### src/rtl/plc_pkg.sv
// Shared types for the PLC repair engine: FSM state encoding and the
// half-select indices used to split {destination, source} tuples.
package plc_pkg;

  typedef enum logic [1:0] {
    IDLE,
    READ,
    WAIT,
    WRITE
  } state_t;

  // Tuple halves: the low half is the primary copy, the high half the replica.
  localparam int SRC = 0;
  localparam int DST = 1;

endpackage

### src/rtl/plc_repair_fifo.sv
// Two-entry FIFO holding pending repair tuples. A push is accepted only when
// the FIFO is not full at the start of the cycle, even if a pop happens too.
module plc_repair_fifo #(
  parameter int WIDTH = 24
) (
  input  logic             clk,
  input  logic             rst,
  input  logic             push,
  input  logic             pop,
  input  logic [WIDTH-1:0] din,
  output logic [WIDTH-1:0] dout,
  output logic             full,
  output logic             empty
);

  logic [WIDTH-1:0] mem [2];
  logic             wr_ptr;
  logic             rd_ptr;
  logic [1:0]       count;
  logic             do_push;
  logic             do_pop;

  assign full    = (count == 2'd2);
  assign empty   = (count == 2'd0);
  assign do_push = push && !full;
  assign do_pop  = pop && !empty;
  assign dout    = mem[rd_ptr];

  always_ff @(posedge clk) begin
    if (rst) begin
      wr_ptr <= 1'b0;
      rd_ptr <= 1'b0;
      count  <= 2'd0;
    end else begin
      if (do_push) wr_ptr <= ~wr_ptr;
      if (do_pop)  rd_ptr <= ~rd_ptr;
      case ({do_push, do_pop})
        2'b10:   count <= count + 2'd1;
        2'b01:   count <= count - 2'd1;
        default: count <= count;
      endcase
    end
  end

  // Storage carries no reset; occupancy is tracked by count alone.
  always_ff @(posedge clk) begin
    if (do_push) mem[wr_ptr] <= din;
  end

endmodule

### src/rtl/plc_repair.sv
// Write-back repair engine: reads the primary copy of a mismatching tuple and
// rewrites it into the replica, always yielding the cache ports to the host.
module plc_repair
  import plc_pkg::*;
#(
  parameter int ADDR_WIDTH = 8,
  parameter int WAY_WIDTH  = 4,
  parameter int DATA_SIZE  = 64,
  parameter int READ_LAT   = 1
) (
  input  logic                    clk,
  input  logic                    rst,
  input  logic                    err_valid,
  output logic                    err_ready,
  input  logic [2*ADDR_WIDTH-1:0] err_addr_tuple,
  input  logic [2*WAY_WIDTH-1:0]  err_way_tuple,
  input  logic                    read_enable_in,
  input  logic                    write_enable_in,
  input  logic [ADDR_WIDTH-1:0]   write_addr_in,
  input  logic [WAY_WIDTH-1:0]    write_way_in,
  input  logic [DATA_SIZE-1:0]    write_data_in,
  output logic                    write_enable_out,
  output logic [ADDR_WIDTH-1:0]   write_addr_out,
  output logic [WAY_WIDTH-1:0]    write_way_out,
  output logic [DATA_SIZE-1:0]    write_data_out,
  output logic                    rd_en,
  output logic [ADDR_WIDTH-1:0]   rd_addr,
  output logic [WAY_WIDTH-1:0]    rd_way,
  input  logic [DATA_SIZE-1:0]    rd_data,
  output logic                    repair_busy,
  output logic                    repair_done
);

  localparam int TUPLE_W = 2*ADDR_WIDTH + 2*WAY_WIDTH;
  localparam int CNT_W   = (READ_LAT > 1) ? $clog2(READ_LAT) : 1;
  localparam logic [CNT_W-1:0] CNT_LOAD = CNT_W'(READ_LAT - 1);

  state_t                 state, state_next;
  logic [CNT_W-1:0]       lat_cnt, lat_cnt_next;
  logic [DATA_SIZE-1:0]   repair_data;
  logic [TUPLE_W-1:0]     head;
  logic                   push, pop, full, empty;
  logic                   capture, repair_we, host_idle, hazard, same_loc;
  logic [ADDR_WIDTH-1:0]  src_addr, dst_addr;
  logic [WAY_WIDTH-1:0]   src_way, dst_way;

  assign err_ready = !full;
  assign push      = err_valid && !full;

  plc_repair_fifo #(
    .WIDTH(TUPLE_W)
  ) u_fifo (
    .clk   (clk),
    .rst   (rst),
    .push  (push),
    .pop   (pop),
    .din   ({err_way_tuple, err_addr_tuple}),
    .dout  (head),
    .full  (full),
    .empty (empty)
  );

  assign src_addr = head[SRC*ADDR_WIDTH +: ADDR_WIDTH];
  assign dst_addr = head[DST*ADDR_WIDTH +: ADDR_WIDTH];
  assign src_way  = head[2*ADDR_WIDTH + SRC*WAY_WIDTH +: WAY_WIDTH];
  assign dst_way  = head[2*ADDR_WIDTH + DST*WAY_WIDTH +: WAY_WIDTH];

  assign same_loc  = (src_addr == dst_addr) && (src_way == dst_way);
  assign host_idle = !read_enable_in && !write_enable_in;
  // A host write touching either end of the in-flight tuple invalidates the
  // read data we hold (source) or would be clobbered by our write (destination).
  assign hazard = write_enable_in &&
                  (((write_addr_in == src_addr) && (write_way_in == src_way)) ||
                   ((write_addr_in == dst_addr) && (write_way_in == dst_way)));

  assign rd_addr     = src_addr;
  assign rd_way      = src_way;
  assign repair_busy = (state != IDLE) || !empty;

  always_comb begin
    state_next   = state;
    lat_cnt_next = lat_cnt;
    rd_en        = 1'b0;
    repair_we    = 1'b0;
    repair_done  = 1'b0;
    pop          = 1'b0;
    capture      = 1'b0;
    case (state)
      IDLE: begin
        if (!empty) begin
          if (same_loc) begin
            pop         = 1'b1;
            repair_done = 1'b1;
          end else begin
            state_next = READ;
          end
        end
      end
      READ: begin
        if (host_idle) begin
          rd_en        = 1'b1;
          state_next   = WAIT;
          lat_cnt_next = CNT_LOAD;
        end
      end
      WAIT: begin
        if (hazard) begin
          state_next = READ;
        end else if (lat_cnt == '0) begin
          capture    = 1'b1;
          state_next = WRITE;
        end else begin
          lat_cnt_next = lat_cnt - 1'b1;
        end
      end
      WRITE: begin
        if (hazard) begin
          state_next = READ;
        end else if (!write_enable_in) begin
          repair_we   = 1'b1;
          repair_done = 1'b1;
          pop         = 1'b1;
          state_next  = IDLE;
        end
      end
      default: state_next = IDLE;
    endcase
    // Nothing leaves the engine while reset is held; the flush owns the cycle.
    if (rst) begin
      rd_en       = 1'b0;
      repair_we   = 1'b0;
      repair_done = 1'b0;
      pop         = 1'b0;
      capture     = 1'b0;
    end
  end

  always_comb begin
    write_enable_out = write_enable_in;
    write_addr_out   = write_addr_in;
    write_way_out    = write_way_in;
    write_data_out   = write_data_in;
    if (!write_enable_in && repair_we) begin
      write_enable_out = 1'b1;
      write_addr_out   = dst_addr;
      write_way_out    = dst_way;
      write_data_out   = repair_data;
    end
  end

  always_ff @(posedge clk) begin
    if (rst) begin
      state       <= IDLE;
      lat_cnt     <= '0;
      repair_data <= '0;
    end else begin
      state   <= state_next;
      lat_cnt <= lat_cnt_next;
      if (capture) repair_data <= rd_data;
    end
  end

endmodule

### config.mk
export PLATFORM = sky130hd
export DESIGN_NAME = plc_repair
export DESIGN_NICKNAME = d
export VERILOG_FILES = /design/src/rtl/plc_pkg.sv /design/src/rtl/plc_repair_fifo.sv /design/src/rtl/plc_repair.sv
export SDC_FILE = /design/constraint.sdc
export NUM_CORES = 1
export LEC_CHECK = 0
export CAP_MARGIN = 25
export CORE_MARGIN = 8
export CORE_UTILIZATION = 45
export DETAILED_ROUTE_END_ITERATION = 10
export PLACE_DENSITY = 0.89
export SYNTH_ARGS = -nofsm -noshare
export SYNTH_HDL_FRONTEND = slang
export SYNTH_HIERARCHICAL = 1
export SYNTH_SLANG_ARGS = --single-unit
### constraint.sdc
create_clock -name clk -period 4.85 [get_ports clk]
set_clock_uncertainty 0.05 [all_clocks]
set_input_delay 0.97 -clock clk [delete_from_list [all_inputs] [get_ports clk]]
set_output_delay 0.97 -clock clk [all_outputs]
set_load 0.05 [all_outputs]
## Word-level counts from Yosys, hierarchy flattened

Memories as Yosys holds them, arrays and structs flattened. A register that Yosys moved wholly into a read port is not among the register bits.
Cells that the tools add are included.

- Reductions and logical operators: 22
- Shifts and indexed selects: 0
- Bitwise gates (word level): 2
- Add/subtract/negate cells: 3
- $mul: 0
- Equality and inequality tests: 18
- Divide/modulo/power cells: 0
- Multiplexer cells: 36
- Order comparisons: 0

Operator list:

| kind | number |
|---|---|
| 2-to-1 mux 64 bit | 1 |
| equality test 8 bit | 3 |
| 2-to-1 mux 1 bit | 22 |
| 2-to-1 mux 2 bit | 7 |
| equality test 4 bit | 3 |
| logical AND 1 bit | 9 |
| equality test 2 bit (second input constant) | 4 |
| 2-to-1 mux 8 bit | 1 |
| inequality test 2 bit (second input constant) | 4 |
| case mux 2 bit (4 select lines) | 1 |
| inequality test 3 bit (second input constant) | 2 |
| nonzero test 2 bit | 3 |
| AND reduction 5 bit | 1 |
| equality test 2 x 1 -> 1 bit (second input constant) | 2 |
| zero test 1 bit | 4 |
| zero test 2 bit | 2 |
| 2-to-1 mux 4 bit | 1 |
| case mux 1 bit (2 select lines) | 2 |
| case mux 2 bit (2 select lines) | 1 |
| AND reduction 3 bit | 1 |
| adder 2 x 1 -> 2 bit (second input constant) | 1 |
| logical OR 1 bit | 2 |
| NOT 1 bit | 2 |
| subtractor 2 x 1 -> 2 bit (second input constant) | 1 |
| subtractor 1 bit (second input constant) | 1 |

- Bits in writable memories: 48
- ROM bits: 0
- Register bits after elaboration: 71
- Output and inout port bits: 93
- Memories: 1
- Latch bits: 0

Memories:

| name | words | bits a word | read ports | clocked after memory_dff | wr ports | RTL line | text |
|---|---|---|---|---|---|---|---|
| u_fifo.mem | 2 | 24 | 1 | 1 | 1 | plc_repair_fifo.sv:16 | `logic [WIDTH-1:0] mem [2];` |

## Longest topological paths before layout

- Word-level depth: 10
- Mapped depth: 14

## Modules after synthesis

The synthesis kept the hierarchy.

By module, submodules not included:

| module | times used | sequential area each (um^2) | cells each | area each (um^2) |
|---|---|---|---|---|
| plc_repair | 1 | 1,321.3 | 372 | 3,842.4 |
| plc_repair_fifo | 1 | 1,541.5 | 101 | 1,949.4 |

## Least setup slack after synthesis

OpenSTA, ideal clock, no wires.

- Path type: reg-to-reg
- Start point: register with a tool-made name
- End point: register u_fifo.count[1]
- Path buffers: 2
- Setup time: 70 ps
- Data required time: 4,730 ps
- Clock period less this slack: 4,493 ps
- Cell stages (with the launch flop): 14
- Setup slack: 357 ps
- Arrival: 4,373 ps
- Cells stage by stage: dfxtp_1 > clkbuf_1 > buf_2 > mux2_1 > xnor2_1 > nand3_1 > or4_1 > nor2_1 > a21oi_1 > nor3_1 > o21a_1 > ha_1 > or3_1 > a21oi_1

RTL lines:

| element | RTL line | text |
|---|---|---|
| end signal, assigned | plc_repair_fifo.sv:38 | `2'b10: count <= count + 2'd1;` |
| end signal, assigned | plc_repair_fifo.sv:39 | `2'b01: count <= count - 2'd1;` |
| end signal, assigned | plc_repair_fifo.sv:40 | `default: count <= count;` |
| end, declared | plc_repair_fifo.sv:19 | `logic [1:0] count;` |

==> flow_summary.rst <==
.. list-table::
   :header-rows: 1

   * - Metric
     - Value
   * - Run status
     - completed
   * - Vertical die dimension
     - between 100 and 150 um
   * - Fraction of layout instances using a drive strength above 1
     - 25.17%
   * - Final slew viol count
     - 0
   * - Remaining number of nets flagged by the antenna check after routing
     - 0
   * - Min-Delay Path Class
     - flop to flop
   * - Cells after synthesis
     - around 470
   * - Count of warnings emitted by yosys
     - 6
   * - Clock latency on the worst-skew pair
     - about 0.4 ns
   * - Leakage power
     - between 3 and 4 nW
   * - Final Wtd Congestion
     - a little under 0.9
   * - Total number of vias
     - between 4,000 and 5,000
   * - Post-route DRC violation count
     - 0
   * - Arr. time, crit path
     - 3.62 ns
   * - Worst Tran Pin Value
     - about 0.74 ns
   * - Areal power density over the cells
     - 366.8 mW/mm^2
   * - Router iterations before antenna repair
     - 4
   * - Std-Cell Core Area
     - around 0.013 mm^2
   * - Syn Area/Cell
     - 12.24 um^2
   * - Unrepaired setup endpoints after global routing
     - false
   * - Synth cell types
     - 35
   * - Final setup violating endpoints
     - 0
   * - GRT busiest layer
     - met2
   * - Initial core utilization
     - ~46%
   * - Number of buffers added by the clock tree synthesis step
     - 17
   * - Final critical delay including setup and external delays
     - 4.642 ns
   * - Number of register bits inferred by synthesis
     - roughly 120
   * - Cell chosen for the clock root
     - clkbuf_16
   * - Number of hold violations in the final report
     - 0
   * - PostCTS Resize Cnt
     - 0
   * - Worst setup EP type
     - output pin
   * - DR iter-0 viols
     - roughly 120
   * - Count of H-tree levels built during CTS
     - 4
   * - Count of hold buffers inserted by post-cts repair
     - 0
   * - WL per Instance
     - 18.81 um
   * - Global-route wire length before repair
     - around 26,000 um
   * - Maximum number of pins on one net before global-route repair
     - 77
   * - Cells traversed along the worst timing path
     - buf_4, mux2_2, xnor2_1, nand4_1, or4_1, nor2_1, a21oi_1, nor3_1, clkdlybuf4s50_1
   * - Slew HR
     - between 50% and 60%
   * - Top-level port count
     - 262
   * - CP max FO
     - 24
   * - Sink count of the clock tree
     - approximately 120
   * - Initial antenna violation count
     - 1
   * - FP Rows
     - 41
   * - Critical path data required time
     - between 3 and 4 ns
   * - Top library cells by usage in the layout, fill and taps aside
     - 204 x clkdlybuf4s50_1, 89 x mux2_2, 71 x dfxtp_1
   * - Placed wire-length estimate after detailed placement
     - between 10,000 and 15,000 um
   * - Filler instances
     - approximately 900
   * - Buffer count from post-CTS setup fixing
     - 0
   * - Fraction of met3 tracks used by global routing
     - 7.108%
   * - Met1 usage in global routing
     - approximately a fifth
   * - Type of the worst setup path
     - flop to output pin
   * - Syn nets
     - between 600 and 700
   * - Multi-input gate area
     - 0.002713 mm^2
   * - Cell area after synthesis
     - 0.005792 mm^2
   * - Ratio of routed vias to standard cells
     - approximately 5
   * - Die width
     - ~130 um
   * - Setup slack of the worst register-to-register path
     - ~1.4 ns
   * - Sort of element at the start of the critical path
     - flop
   * - Clock transition at the register clock pins on the worst setup and hold paths after CTS
     - approximately 0.05 ns
   * - Longest Clk Path Bufs
     - 2
   * - Fraction of the yosys area taken by sequential cells
     - roughly 49%
   * - Max Freq
     - ~220 MHz
   * - Input/output buffers
     - around 260
   * - Total negative slack
     - 0 ns
   * - Most common library cell in the layout ignoring fill and taps
     - clkdlybuf4s50_1
   * - PnR Total Power
     - ~3.3 mW
   * - Vias in the first global route
     - 5,002
   * - Overall routing resource usage
     - between 20% and 30%
   * - Nets@finish
     - between 900 and 1,000
   * - Die Area
     - 0.01676 mm^2
   * - Clock tree from TritonCTS
     - yes
   * - Diodes inserted
     - 0
   * - Global Route met2 Usage
     - between 30% and 40%
   * - # Max-Cap Violations
     - 0
   * - Total area of sequential cells
     - between 0.002 and 0.003 mm^2
   * - Worst ir drop on vdd
     - around 290 uV
   * - Delay of the slowest cell on the worst path
     - around 0.9 ns
   * - Signed area change from the synthesized netlist to the final layout
     - 54.25%
   * - Final core area utilization
     - a little over two thirds
   * - Final global-route overflow total
     - 0
   * - Period Utilization, post-route
     - between 90 and 100%
   * - Sum of routed wire length over all layers
     - ~17,000 um
   * - Cell at the slowest stage of the critical path
     - clkdlybuf4s50_1
==> state kept, by name, indices dropped and copies added (netlist names), named ones only <==
name / count
repair_data: 64
state: 2
u_fifo/count: 2
u_fifo/mem: 48
u_fifo/rd_ptr: 1
u_fifo/wr_ptr: 1
==> cells in the mapped netlist (all sizes together) <==
master / instances / area, um^2
dfxtp: 71 / 1421
and3: 2 / 12.51
mux2i: 64 / 640.6
or4: 1 / 7.510
o211ai: 1 / 12.51
a31o: 1 / 8.760
a21oi: 5 / 25.02
clkbuf: 15 / 56.30
nor2b: 1 / 6.260
or3: 2 / 12.51
o21a: 1 / 7.510
inv: 7 / 26.27
o21ai: 3 / 15.01
nand3: 4 / 20.02
nor4b: 1 / 8.760
buf: 12 / 148.9
nand2: 4 / 15.01
nand2b: 1 / 8.760
ha: 5 / 62.56
xor2: 25 / 219.0
nor3b: 1 / 12.51
nor4: 6 / 37.54
nand4: 5 / 31.28
xnor2: 14 / 122.6
mux2: 100 / 1126
nor3: 1 / 5.000
a21o: 2 / 15.01
or2: 1 / 6.260
edfxtp: 48 / 1441
nor2: 69 / 259.0
==> critical path, delay by kind of cell, from the launching register on <==
family	cells	cell delay [ns]
xor gates and xnor gates	1	0.21
DFF	1	0.31
AOI/OAI and AO/OA	1	0.05
and+or+nand+nor	4	0.99
muxes	1	0.42
buffers and inverters	2	1.22
==> per-stage QoR <==
step / hold WS [ns] / cells / area, um^2 / worst slack [ns]
5_1_grt: 0.4746 / 919 / 8934 / 0.07569
3_5_place_dp: 0.4284 / 886 / 8357 / 0.6005
4_1_cts: 0.4491 / 918 / 8906 / 0.1887
3_3_place_gp: 0.4178 / 885 / 8342 / 0.6574
2_1_floorplan: 0.4018 / 473 / 5792 / 0.3568
6_report: 0.4409 / 919 / 8934 / 0.2076
==> area by class of cell <==
type / instances / area share (%)
clock buffers: 19 / 4.958
inverters: 7 / 0.2941
repair buffers: 269 / 28.74
flip-flops and latches: 119 / 32.04
well taps: 172 / 2.409
multi-input cells: 320 / 30.36
clock inverters: 13 / 1.190
==> kinds of logic (layout without fill, tap and decap cells) <==
| logic type | Yosys count | count (layout) | synth area share, % |
|---|---|---|---|
| AOI/OAI and AO/OA | 13 | 13 | 1.447 |
| xor gates and xnor gates | 39 | 39 | 5.898 |
| adders and majority gates | 5 | 5 | 1.080 |
| buffers and inverters | 34 | 308 | 3.996 |
| DFF | 119 | 119 | 49.43 |
| muxes | 164 | 164 | 30.50 |
| and+or+nand+nor | 99 | 99 | 7.648 |
==> path summary, 6_finish.rpt <==
check            startpoint              end  cells after the start
max                    flop      repair_done                      9
max reg2reg            flop  u_fifo/count[1]                     12
min reg2reg  repair_data[6]   repair_data[6]                      2
min          repair_data[6]   repair_data[6]                      2
==> where the power goes <==
part	internal [mW]	switching, mW	total [mW]	leakage, nW
logic	0.417	0.511	0.929	2.50
registers	1.16	0.0517	1.21	1.02
clock network	0.710	0.431	1.14	0.252
==> metal layers <==
layer  part of all wire, %  routed length (um)  vias to the layer above
met4                   2.3                 392                        2
li1                      -                   -                     2204
met3                   8.2                1423                       31
met5                 0.075                  13                        -
met2                    50                8726                      181
met1                    39                6731                     2185
(Power assumes the default switching activity.)
